### src/rtl/mul_share_arbiter.sv
// mul_share_arbiter: round-robin sharing of one fixed-latency multiplier by N_REQ req/resp valid-ready channels (req_*_i/o, resp_*_i/o), driving mul_start_o/mul_a_o/mul_b_o, taking mul_result_i/mul_done_i, reporting busy_o and sticky err_sync_o
module mul_share_arbiter #(
  parameter int N_REQ   = 4,
  parameter int WIDTH   = 8,
  parameter int MUL_LAT = 3
) (
  input  logic                     clk,
  input  logic                     rst,
  input  logic [N_REQ-1:0]         req_valid_i,
  output logic [N_REQ-1:0]         req_ready_o,
  input  logic [N_REQ*WIDTH-1:0]   req_a_i,
  input  logic [N_REQ*WIDTH-1:0]   req_b_i,
  output logic [N_REQ-1:0]         resp_valid_o,
  input  logic [N_REQ-1:0]         resp_ready_i,
  output logic [N_REQ*2*WIDTH-1:0] resp_data_o,
  output logic                     mul_start_o,
  output logic [WIDTH-1:0]         mul_a_o,
  output logic [WIDTH-1:0]         mul_b_o,
  input  logic [2*WIDTH-1:0]       mul_result_i,
  input  logic                     mul_done_i,
  output logic                     busy_o,
  output logic                     err_sync_o
);
  localparam int IW = $clog2(N_REQ);
  typedef enum logic [1:0] {IDLE, PEND, HOLD} st_t;
  st_t              state_q [N_REQ];
  logic [IW-1:0]    tag_id_q [MUL_LAT];
  logic [MUL_LAT-1:0] tag_v_q;
  logic [IW-1:0]    last_q, issue_id_q, gnt_id, idx, tail_id;
  logic [N_REQ-1:0] elig;
  logic             gnt_v, tail_v;
  assign tail_v  = tag_v_q[MUL_LAT-1];
  assign tail_id = tag_id_q[MUL_LAT-1];
  always_comb begin
    busy_o = 1'b0;
    for (int i = 0; i < N_REQ; i++) begin
      elig[i] = req_valid_i[i] & (state_q[i] == IDLE);
      busy_o  = busy_o | (state_q[i] != IDLE);
    end
  end
  always_comb begin
    gnt_v = 1'b0;
    gnt_id = '0;
    idx = '0;
    for (int k = N_REQ; k >= 1; k--) begin
      idx = IW'((int'(last_q) + k) % N_REQ);
      if (elig[idx]) begin
        gnt_v  = 1'b1;
        gnt_id = idx;
      end
    end
    req_ready_o = '0;
    req_ready_o[gnt_id] = gnt_v;
  end
  always_ff @(posedge clk) begin
    if (rst) begin
      for (int i = 0; i < N_REQ; i++) state_q[i] <= IDLE;
      for (int s = 0; s < MUL_LAT; s++) tag_id_q[s] <= '0;
      tag_v_q      <= '0;
      last_q       <= IW'(N_REQ - 1);
      issue_id_q   <= '0;
      mul_start_o  <= 1'b0;
      mul_a_o      <= '0;
      mul_b_o      <= '0;
      resp_valid_o <= '0;
      resp_data_o  <= '0;
      err_sync_o   <= 1'b0;
    end else begin
      mul_start_o <= gnt_v;
      issue_id_q  <= gnt_id;
      tag_v_q[0]  <= mul_start_o;
      tag_id_q[0] <= issue_id_q;
      for (int s = 1; s < MUL_LAT; s++) begin
        tag_v_q[s]  <= tag_v_q[s-1];
        tag_id_q[s] <= tag_id_q[s-1];
      end
      for (int i = 0; i < N_REQ; i++)
        if (resp_valid_o[i] & resp_ready_i[i]) begin
          resp_valid_o[i] <= 1'b0;
          state_q[i]      <= IDLE;
        end
      if (gnt_v) begin
        mul_a_o          <= req_a_i[gnt_id*WIDTH +: WIDTH];
        mul_b_o          <= req_b_i[gnt_id*WIDTH +: WIDTH];
        state_q[gnt_id]  <= PEND;
        last_q           <= gnt_id;
      end
      if (tail_v & mul_done_i) begin
        resp_data_o[tail_id*2*WIDTH +: 2*WIDTH] <= mul_result_i;
        resp_valid_o[tail_id] <= 1'b1;
        state_q[tail_id]      <= HOLD;
      end else if (tail_v) begin
        state_q[tail_id] <= IDLE;
      end
      err_sync_o <= err_sync_o | (tail_v ^ mul_done_i);
    end
  end
endmodule

### config.mk
export PLATFORM = sky130hd
export DESIGN_NAME = mul_share_arbiter
export DESIGN_NICKNAME = d
export VERILOG_FILES = /design/src/rtl/mul_share_arbiter.sv
export SDC_FILE = /design/constraint.sdc
export NUM_CORES = 1
export LEC_CHECK = 0
export ABC_CLOCK_PERIOD_IN_PS = 2500
export BUFFER_PORTS_ARGS = -buffer_cell sky130_fd_sc_hd__buf_2
export CORE_AREA = 2 2 102 104
export CTS_CLUSTER_DIAMETER = 80
export CTS_CLUSTER_SIZE = 30
export DETAILED_ROUTE_END_ITERATION = 10
export DIE_AREA = 0 0 104 106
export PLACE_DENSITY = 0.76
export SYNTH_ARGS = -nofsm -noshare
export SYNTH_HDL_FRONTEND = slang
export SYNTH_SLANG_ARGS = --single-unit
### constraint.sdc
create_clock -name clk -period 2.5 [get_ports clk]
set_input_delay 0.375 -clock clk [delete_from_list [all_inputs] [get_ports clk]]
set_output_delay 0.375 -clock clk [all_outputs]
set_load 0.01 [all_outputs]
* Yosys cells after proc, flatten, opt, wreduce, memory -nomap -nowiden
Memory sizes are Yosys's and may differ from the RTL's.
Index checks and enable logic that the tools add are counted.
** Word-level totals
- Register bits after elaboration :: 93
- Bits in writable memories :: 14
- Input bits :: 91
- Output and inout port bits :: 91
- Logic and storage cells :: 125
- Memories :: 2
** Memory list
- state_q :: words 4, width 2, rd ports 4, clocked after Yosys merged registers in 0, write ports 6, RTL line 26 : st_t state_q [N_REQ];
- tag_id_q :: words 3, width 2, rd ports 3, clocked after Yosys merged registers in 0, write ports 3, RTL line 27 : logic [IW-1:0] tag_id_q [MUL_LAT];
** Operators by class
- Add/subtract/negate cells :: 5
- Magnitude comparators :: 8
- Shift operators :: 4
- Muxes and demuxes :: 63
- Bitwise gates (word level) :: 24
- Reduce and logical (&&, ||, !) cells :: 10
** Operators with widths (count)
- 64-bit bitwise mux :: 1
- 16-bit by 34-bit variable shift with 64-bit output (first input constant) :: 1
- 16-bit by 34-bit variable part select with 64-bit output :: 1
- 32-bit by 6-bit variable part select with 8-bit output :: 2
- 1-bit 2-to-1 mux :: 43
- 6-bit negator with 34-bit output :: 1
- 2-bit 2-to-1 mux :: 12
- 2-bit by 3-bit < comparator with 1-bit output (second input constant) :: 6
- 1-bit bitwise OR :: 12
- 1-bit AND :: 9
- 1-bit binary-select mux with 2-bit select :: 4
- 2-bit logical NOT :: 4
- 2-bit nonzero test :: 4
- 2-bit by 1-bit adder with 2-bit output (second input constant) :: 2
- 2-bit adder (second input constant) :: 2
- 4-bit AND :: 1
- 1-bit demux with 2-bit select :: 2
- 2-bit by 1-bit greater-or-equal comparator with 1-bit output (second input constant) :: 2
- 4-bit 2-to-1 mux :: 1
- 4-bit bitwise OR :: 1
- 1-bit logical AND :: 2
- 1-bit XOR :: 1

* Depth between registers and ports, before layout
Gate-level depths: netlist (run 1).
- Depth after elaboration :: 13
- Mapped depth :: 7
- Depth with buffers taken out :: 6

* Worst setup path before layout (run 1)
OpenSTA, ideal clock, no wires.
- Kind :: register to register
- From :: mem tag_id_q[0][4] in the netlist's numbering
- To :: reg resp_data_o[54]
- Library setup time :: 0.065 ns
- Arrival time :: 2.084 ns
- Required time :: 2.435 ns
- Slack :: 0.351 ns
- Cell stages (with the launch flop) :: 7
- Buffers on the path :: 1
- Clock period less this slack :: 2.149 ns
- Path through :: dfxtp_1 inv_1 ha_1 nor4_1 clkbuf_1 a22oi_1 nor2_1
** RTL lines
- start: declaration :: RTL line 27
- end signal: indexed assignment :: RTL line 89 : resp_data_o[tail_id*2*WIDTH +: 2*WIDTH] <= mul_result_i;
- end: declaration :: RTL line 15 : output logic [N_REQ*2*WIDTH-1:0] resp_data_o,

==> results of run 1 <==
-- what timing repair did --
item,CTS,global route
setup buffers,7,6
gates resized for setup,5,18
setup endpoints to repair,4,4
pin swaps,4,3
-- critical path: cells and delay by family, from the launching register on --
kind,cells,cell delay [ns]
buffers and inverters,2,0.18
DFF,1,0.42
AOI/OAI and AO/OA,2,0.63
and+or+nand+nor,2,0.51
-- flip-flops by register name, indices dropped and copies added, names as in the netlist --
register / flops
issue_id_q: 2
mul_b_o: 8
tag_id_q: 6
err_sync_o: 1
last_q: 2
state_q: 8
resp_valid_o: 4
resp_data_o: 64
tag_v_q: 3
mul_a_o: 8
mul_start_o: 1
-- cell families (layout without fill, tap and decap cells) --
family | after synthesis | after routing | synth area share
AOI/OAI and AO/OA | 137 | 137 | 0.266
adders and majority gates | 10 | 10 | 0.0273
buffers and inverters | 38 | 236 | 0.0382
DFF | 107 | 107 | 0.476
muxes | 16 | 16 | 0.0349
and+or+nand+nor | 146 | 146 | 0.157
-- path summary, 6_finish.rpt --
path                                     from                         end  slack [ns]  cells past startpoint
hold reg to reg      issue_id_q[1]$_SDFF_PP0_   tag_id_q[0][1]$_SDFF_PP0_        0.44                      1
setup reg to reg  state_q[2][1]$_SDFFCE_PN0P_     mul_b_o[5]$_SDFFE_PP0P_        0.13                      9
hold / removal                resp_ready_i[0]  resp_valid_o[0]$_SDFF_PP0_        0.28                      3
setup / recovery  state_q[0][1]$_SDFFCE_PN0P_              req_ready_o[3]        0.04                      6
-- layer usage --
| layer | GRT usage | vias to the layer above | share of wire | routed length (µm) |
|---|---|---|---|---|
| met5 | 0 | - | 0 | 0 |
| li1 | - | 2038 | - | - |
| met2 | 0.405 | 190 | 0.50 | 6480 |
| met1 | 0.283 | 2075 | 0.41 | 5320 |
| met3 | 0.0570 | 28 | 0.076 | 991 |
| met4 | 0.0830 | 0 | 0.020 | 261 |
-- cells in the final DEF, fill, tap and decap left out, types with 2 or more instances in the layout --
cell	instances
a221oi_2	16
nand3_1	3
o21bai_1	16
buf_6	5
inv_1	6
nand2_2	3
nor2_1	69
edfxtp_1	4
a211oi_2	15
clkinv_4	2
a21oi_1	11
nand2_1	18
a21boi_1	2
buf_4	27
nor4b_4	2
mux2i_1	16
buf_12	2
dfxtp_1	103
nor2b_1	10
nand2b_1	5
o211ai_1	3
or3b_4	2
nor4b_2	3
and2_1	23
a22oi_1	64
clkinvlp_4	2
a211o_1	2
ha_1	10
nor3b_2	2
buf_2	179
clkbuf_8	9
-- metrics by stage --
| step | setup WS (ns) | hold WS, ns | std cells |
|---|---|---|---|
| 2_1_floorplan | 0.351 | 0.414 | 454 |
| 3_3_place_gp | 0.245 | 0.427 | 759 |
| 3_5_place_dp | 0.212 | 0.427 | 759 |
| 4_1_cts | -0.0255 | 0.271 | 782 |
| 5_1_grt | -0.0467 | 0.265 | 788 |
| 6_report | 0.0363 | 0.280 | 788 |
-- layout make-up --
cell class	count	area, µm²
fill	877	3870
multi-input combinational	309	2340
sequential	107	2180
timing repair buffer	213	1190
tap	136	170
clock buffer	10	149
clock inverter	6	57.6
inverter	7	26.3
-- power by group --
group / total [µW] / internal (µW) / leakage (µW) / switching, µW
combinational: 1980 / 916 / 0.00178 / 1060
clock: 1050 / 439 / 0.0000970 / 615
sequential: 2040 / 1900 / 0.000880 / 140
total: 5080 / 3260 / 0.00275 / 1820
-- cell usage after synthesis, drive strengths merged, types with 7 or more instances --
cell      n
nand2    21
a21oi    11
o21bai   16
mux2i    16
and2     23
dfxtp   103
a221oi   17
inv       7
clkbuf   22
a211oi   16
nor2b    11
ha       10
buf       9
a22oi    64
nor2     71
==> impl_metrics.toml, run 1 <==
[global_routing]
antenna_found_initial = 0
grt_usage = 0.233
grt_pass1_vias = 4310
grt_max_degree = 40
grt_pass1_wl_mm = 20.9
grt_overflow = 0

[floorplan]
start_util = 0.459
die_h_um = 106
core_um2 = 10000
die_w_um = 104
row_count = 37
io_pins = 182
dieArea_um2 = 11000

[detailed_routing]
routedWlPerCell_um = 16.6
drt_iter0_markers = 179
drcViolationCount = 0
routed_wl_mm = 13.1
vias_per_cell = 5.50
vias = 4331
drtPass1Iterations = 5
final_antenna_net_count = 0

[final_layout]
syn_to_final_growth_pct = 33.6
fin_area_um2 = 6120
final_util = 0.612
drive_above_1_share = 0.433
finalNetCount = 748
diodes = 0

[critical_path]
cpPeakStageDelay_ns = 0.42
cp_max_fo = 6
required_ns = 2.12
critPathArrivalTime_ns = 2.09
start_kind = "flop"
critPathKind = "flop to output port"
crit_path_cell_trace = "or3b_4 -> a211o_4 -> a21bo_4 -> nand2_2 -> inv_1 -> buf_2"
cp-end-kind = "output port"
crit_slowest_cell = "edfxtp_1"

[synth]
syn_area_um2 = 4590
ys_seq_area_frac = 0.476
synth_nets = 555
yosysTopAreaCell = "dfxtp_1"
synth_enable_flop_cells = 4
yosys-top-cells-area = "dfxtp_1 45%, a22oi_1 10%, nor2_1 5.8%, a221oi_2 5.2%, a211oi_2 4.1%"
async_reset_ff_frac = 0
yosysUniqueCellTypes = 37
yosysWarnings = 0
synth-seq-cells = 107
synth_ff_type = "dfxtp_1"
synthCells = 454
synth_area_per_cell_um2 = 10.1
synthDominantCellAreaShare = 0.450

[sta]
period_share = 0.985
totalNegativeSetupSlack_ns = 0
hold_viol = 0
max_slew_margin = 0.547
tightest_slew_ns = 0.679
min_period_ns = 2.46
finalMaxSlewViolations = 0
maxClockFrequency_mhz = 406
skew_ns = 0.0185
rsz0062_at_grt = "true"
finalSetupViolCount = 0

[cts]
hold_buffers = 0
cts_max_level = 3
root_buffer = "clkbuf_8"
cts_made_buffers = 9
clk_pin_slew_ns = 0.11
insertion_delay_ns = 0.37
cts_tree = "built"
cts.sinks = 107
clockBufferDepth = 2

[hold_path]
holdCritPathClass = "input port to flop"

[power]
total_power_uw = 5080
powerDensity_nw_per_um2 = 829
leakage_uw = 0.00275
ir_drop_v = 0.000374

[place]
port-buffer-count = 181
gp_congestion = 0.902
dp_hpwl_mm = 9.42
dpl_cell_area_um2 = 5720

[outcome]
outcome = "completed"

[run]
maxCapViolations = 0
Power figures use the tool's default switching activity.
==> inputs of run 2 (changes only) <==
- CORE_AREA: 2 2 102 104 -> 2 2 118 91
- DIE_AREA: 0 0 104 106 -> 0 0 120 93
- MAX_ROUTING_LAYER: not set -> met4
- PLACE_DENSITY: 0.76 -> 0.75
- RECOVER_POWER: not set -> 25
==> impl_metrics.toml, run 2 (same netlist as run 1, synthesis figures left out) <==
[outcome]
outcome = "completed"

[cts]
insertion_delay_ns = 0.34
cts_tree = "built"
cts.sinks = 107
root_buffer = "clkbuf_16"
clk_pin_slew_ns = 0.07
cts_made_buffers = 9
hold_buffers = 0
clockBufferDepth = 2
cts_max_level = 3

[detailed_routing]
drcViolationCount = 0
wl_met2_mm = 6.40
m1WireLength_mm = 5.75
highest_layer = "met4"
vias = 4248
drt_iter0_markers = 294
final_antenna_net_count = 0
wl_met3_um = 588
routed_wl_mm = 12.9
routedWlPerCell_um = 16.5
vias_per_cell = 5.45
drtPass1Iterations = 5

[sta]
max_slew_margin = 0.144
period_share = 0.998
hold_viol = 0
finalMaxSlewViolations = 0
tightest_slew_ns = 1.28
finalSetupViolCount = 0
holdWs_ns = 0.316
skew_ns = 0.00780
maxClockFrequency_mhz = 401
totalNegativeSetupSlack_ns = 0
min_period_ns = 2.50

[place]
port-buffer-count = 181
dpl_cell_area_um2 = 5700
gp_congestion = 0.846
dp_hpwl_mm = 9.33

[floorplan]
die_w_um = 120
die_h_um = 93
dieArea_um2 = 11200
start_util = 0.456
io_pins = 182
row_count = 32
core_um2 = 10000

[global_routing]
grt_pass1_wl_mm = 20.5
antenna_found_initial = 0
grt_overflow = 0
grt_max_degree = 55
grt_usage = 0.234
grt_pass1_vias = 4142

[critical_path]
start_kind = "flop"
critPathArrivalTime_ns = 2.12
cp-end-kind = "output port"
cp_max_fo = 4
required_ns = 2.12
critPathKind = "flop to output port"
crit_path_cell_trace = "or3b_4 -> a211o_1 -> a21boi_4 -> nand2_1 -> inv_1 -> buf_2"
cpPeakStageDelay_ns = 0.42
crit_slowest_cell = "or3b_4"

[power]
ir_drop_v = 0.000395
total_power_uw = 5270
leakage_uw = 0.00256
powerDensity_nw_per_um2 = 871

[hold_path]
holdCritPathClass = "input port to flop"

[final_layout]
syn_to_final_growth_pct = 31.8
finalNetCount = 740
fin_area_um2 = 6050
most-common-layout-cells = "136 x buf_2, 103 x dfxtp_1, 71 x nor2_1"
largest_reg_flops = 64
final_common_cell = "buf_2"
drive_above_1_share = 0.346
diodes = 0
top_register = "resp_data_o"

[run]
maxCapViolations = 0
[run 2: changes by cell type in the layout (fill, tap and decap cells not counted), moves of 2 or more]
cell / previous run / this run
buf_4: 27 / 22
clkbuf_16: 1 / 10
buf_2: 179 / 136
clkbuf_1: 0 / 46
buf_6: 5 / 0
nor2_1: 69 / 71
clkinvlp_4: 2 / 0
clkbuf_8: 9 / 1
[run 2: final timing paths]
kind | cells past startpoint | endpoint | slack [ns] | startpoint
worst max register to register | 8 | mul_a_o[6]$_SDFFE_PP0P_ | 0.13 | state_q[0][1]$_SDFFCE_PN0P_
worst max-delay path | 6 | req_ready_o[2] | 0.005 | state_q[0][1]$_SDFFCE_PN0P_
worst min-delay path | 3 | resp_valid_o[3]$_SDFF_PP0_ | 0.32 | resp_ready_i[3]
worst min register to register | 1 | tag_id_q[0][3]$_SDFF_PP0_ | 0.44 | tag_id_q[0][1]$_SDFF_PP0_
[run 2: per-layer routing]
layer  track usage  up-vias
li1              -     2023
met1         0.300     2083
met2         0.384      124
met3        0.0402       18
met4        0.0637        0
met5             -        -
[run 2: area by class of cell]
type / count / area, µm²
fillers: 885 / 4000
clock buffers: 11 / 264
multi-input cells: 309 / 2320
clock inverters: 5 / 40.0
inverters: 7 / 26.3
repair buffers: 205 / 1040
well taps: 136 / 170
flip-flops and latches: 107 / 2180
[run 2: critical path, delay by kind of cell, from the launching register on]
family	cells	cell delay (ns)
and+or+nand+nor	2	0.54
buffers and inverters	2	0.20
DFF	1	0.41
AOI/OAI and AO/OA	2	0.62
[run 2: power by group]
group          switching (µW)  internal [µW]  leakage [µW]  total, µW
clock network             639            773      0.000152       1410
logic                    1030            783       0.00153       1810
registers                 140           1900      0.000880       2040
total                    1810           3460       0.00256       5270
[run 2: through the flow]
step / util / instances / setup slack (ns)
2_1_floorplan: - / 454 / 0.351
3_3_place_gp: 0.567 / 758 / 0.291
3_5_place_dp: 0.567 / 758 / 0.209
4_1_cts: 0.600 / 776 / 0.0116
5_1_grt: 0.602 / 780 / -0.0540
6_report: 0.602 / 780 / 0.00469
[run 2: timing repair]
item / in CTS / in global routing
gates resized for setup: 2 / 9
endpoints found under the setup margin: 3 / 4
gates cloned: 0 / 0
pin swaps: 3 / 3
buffers inserted: 2 / 4
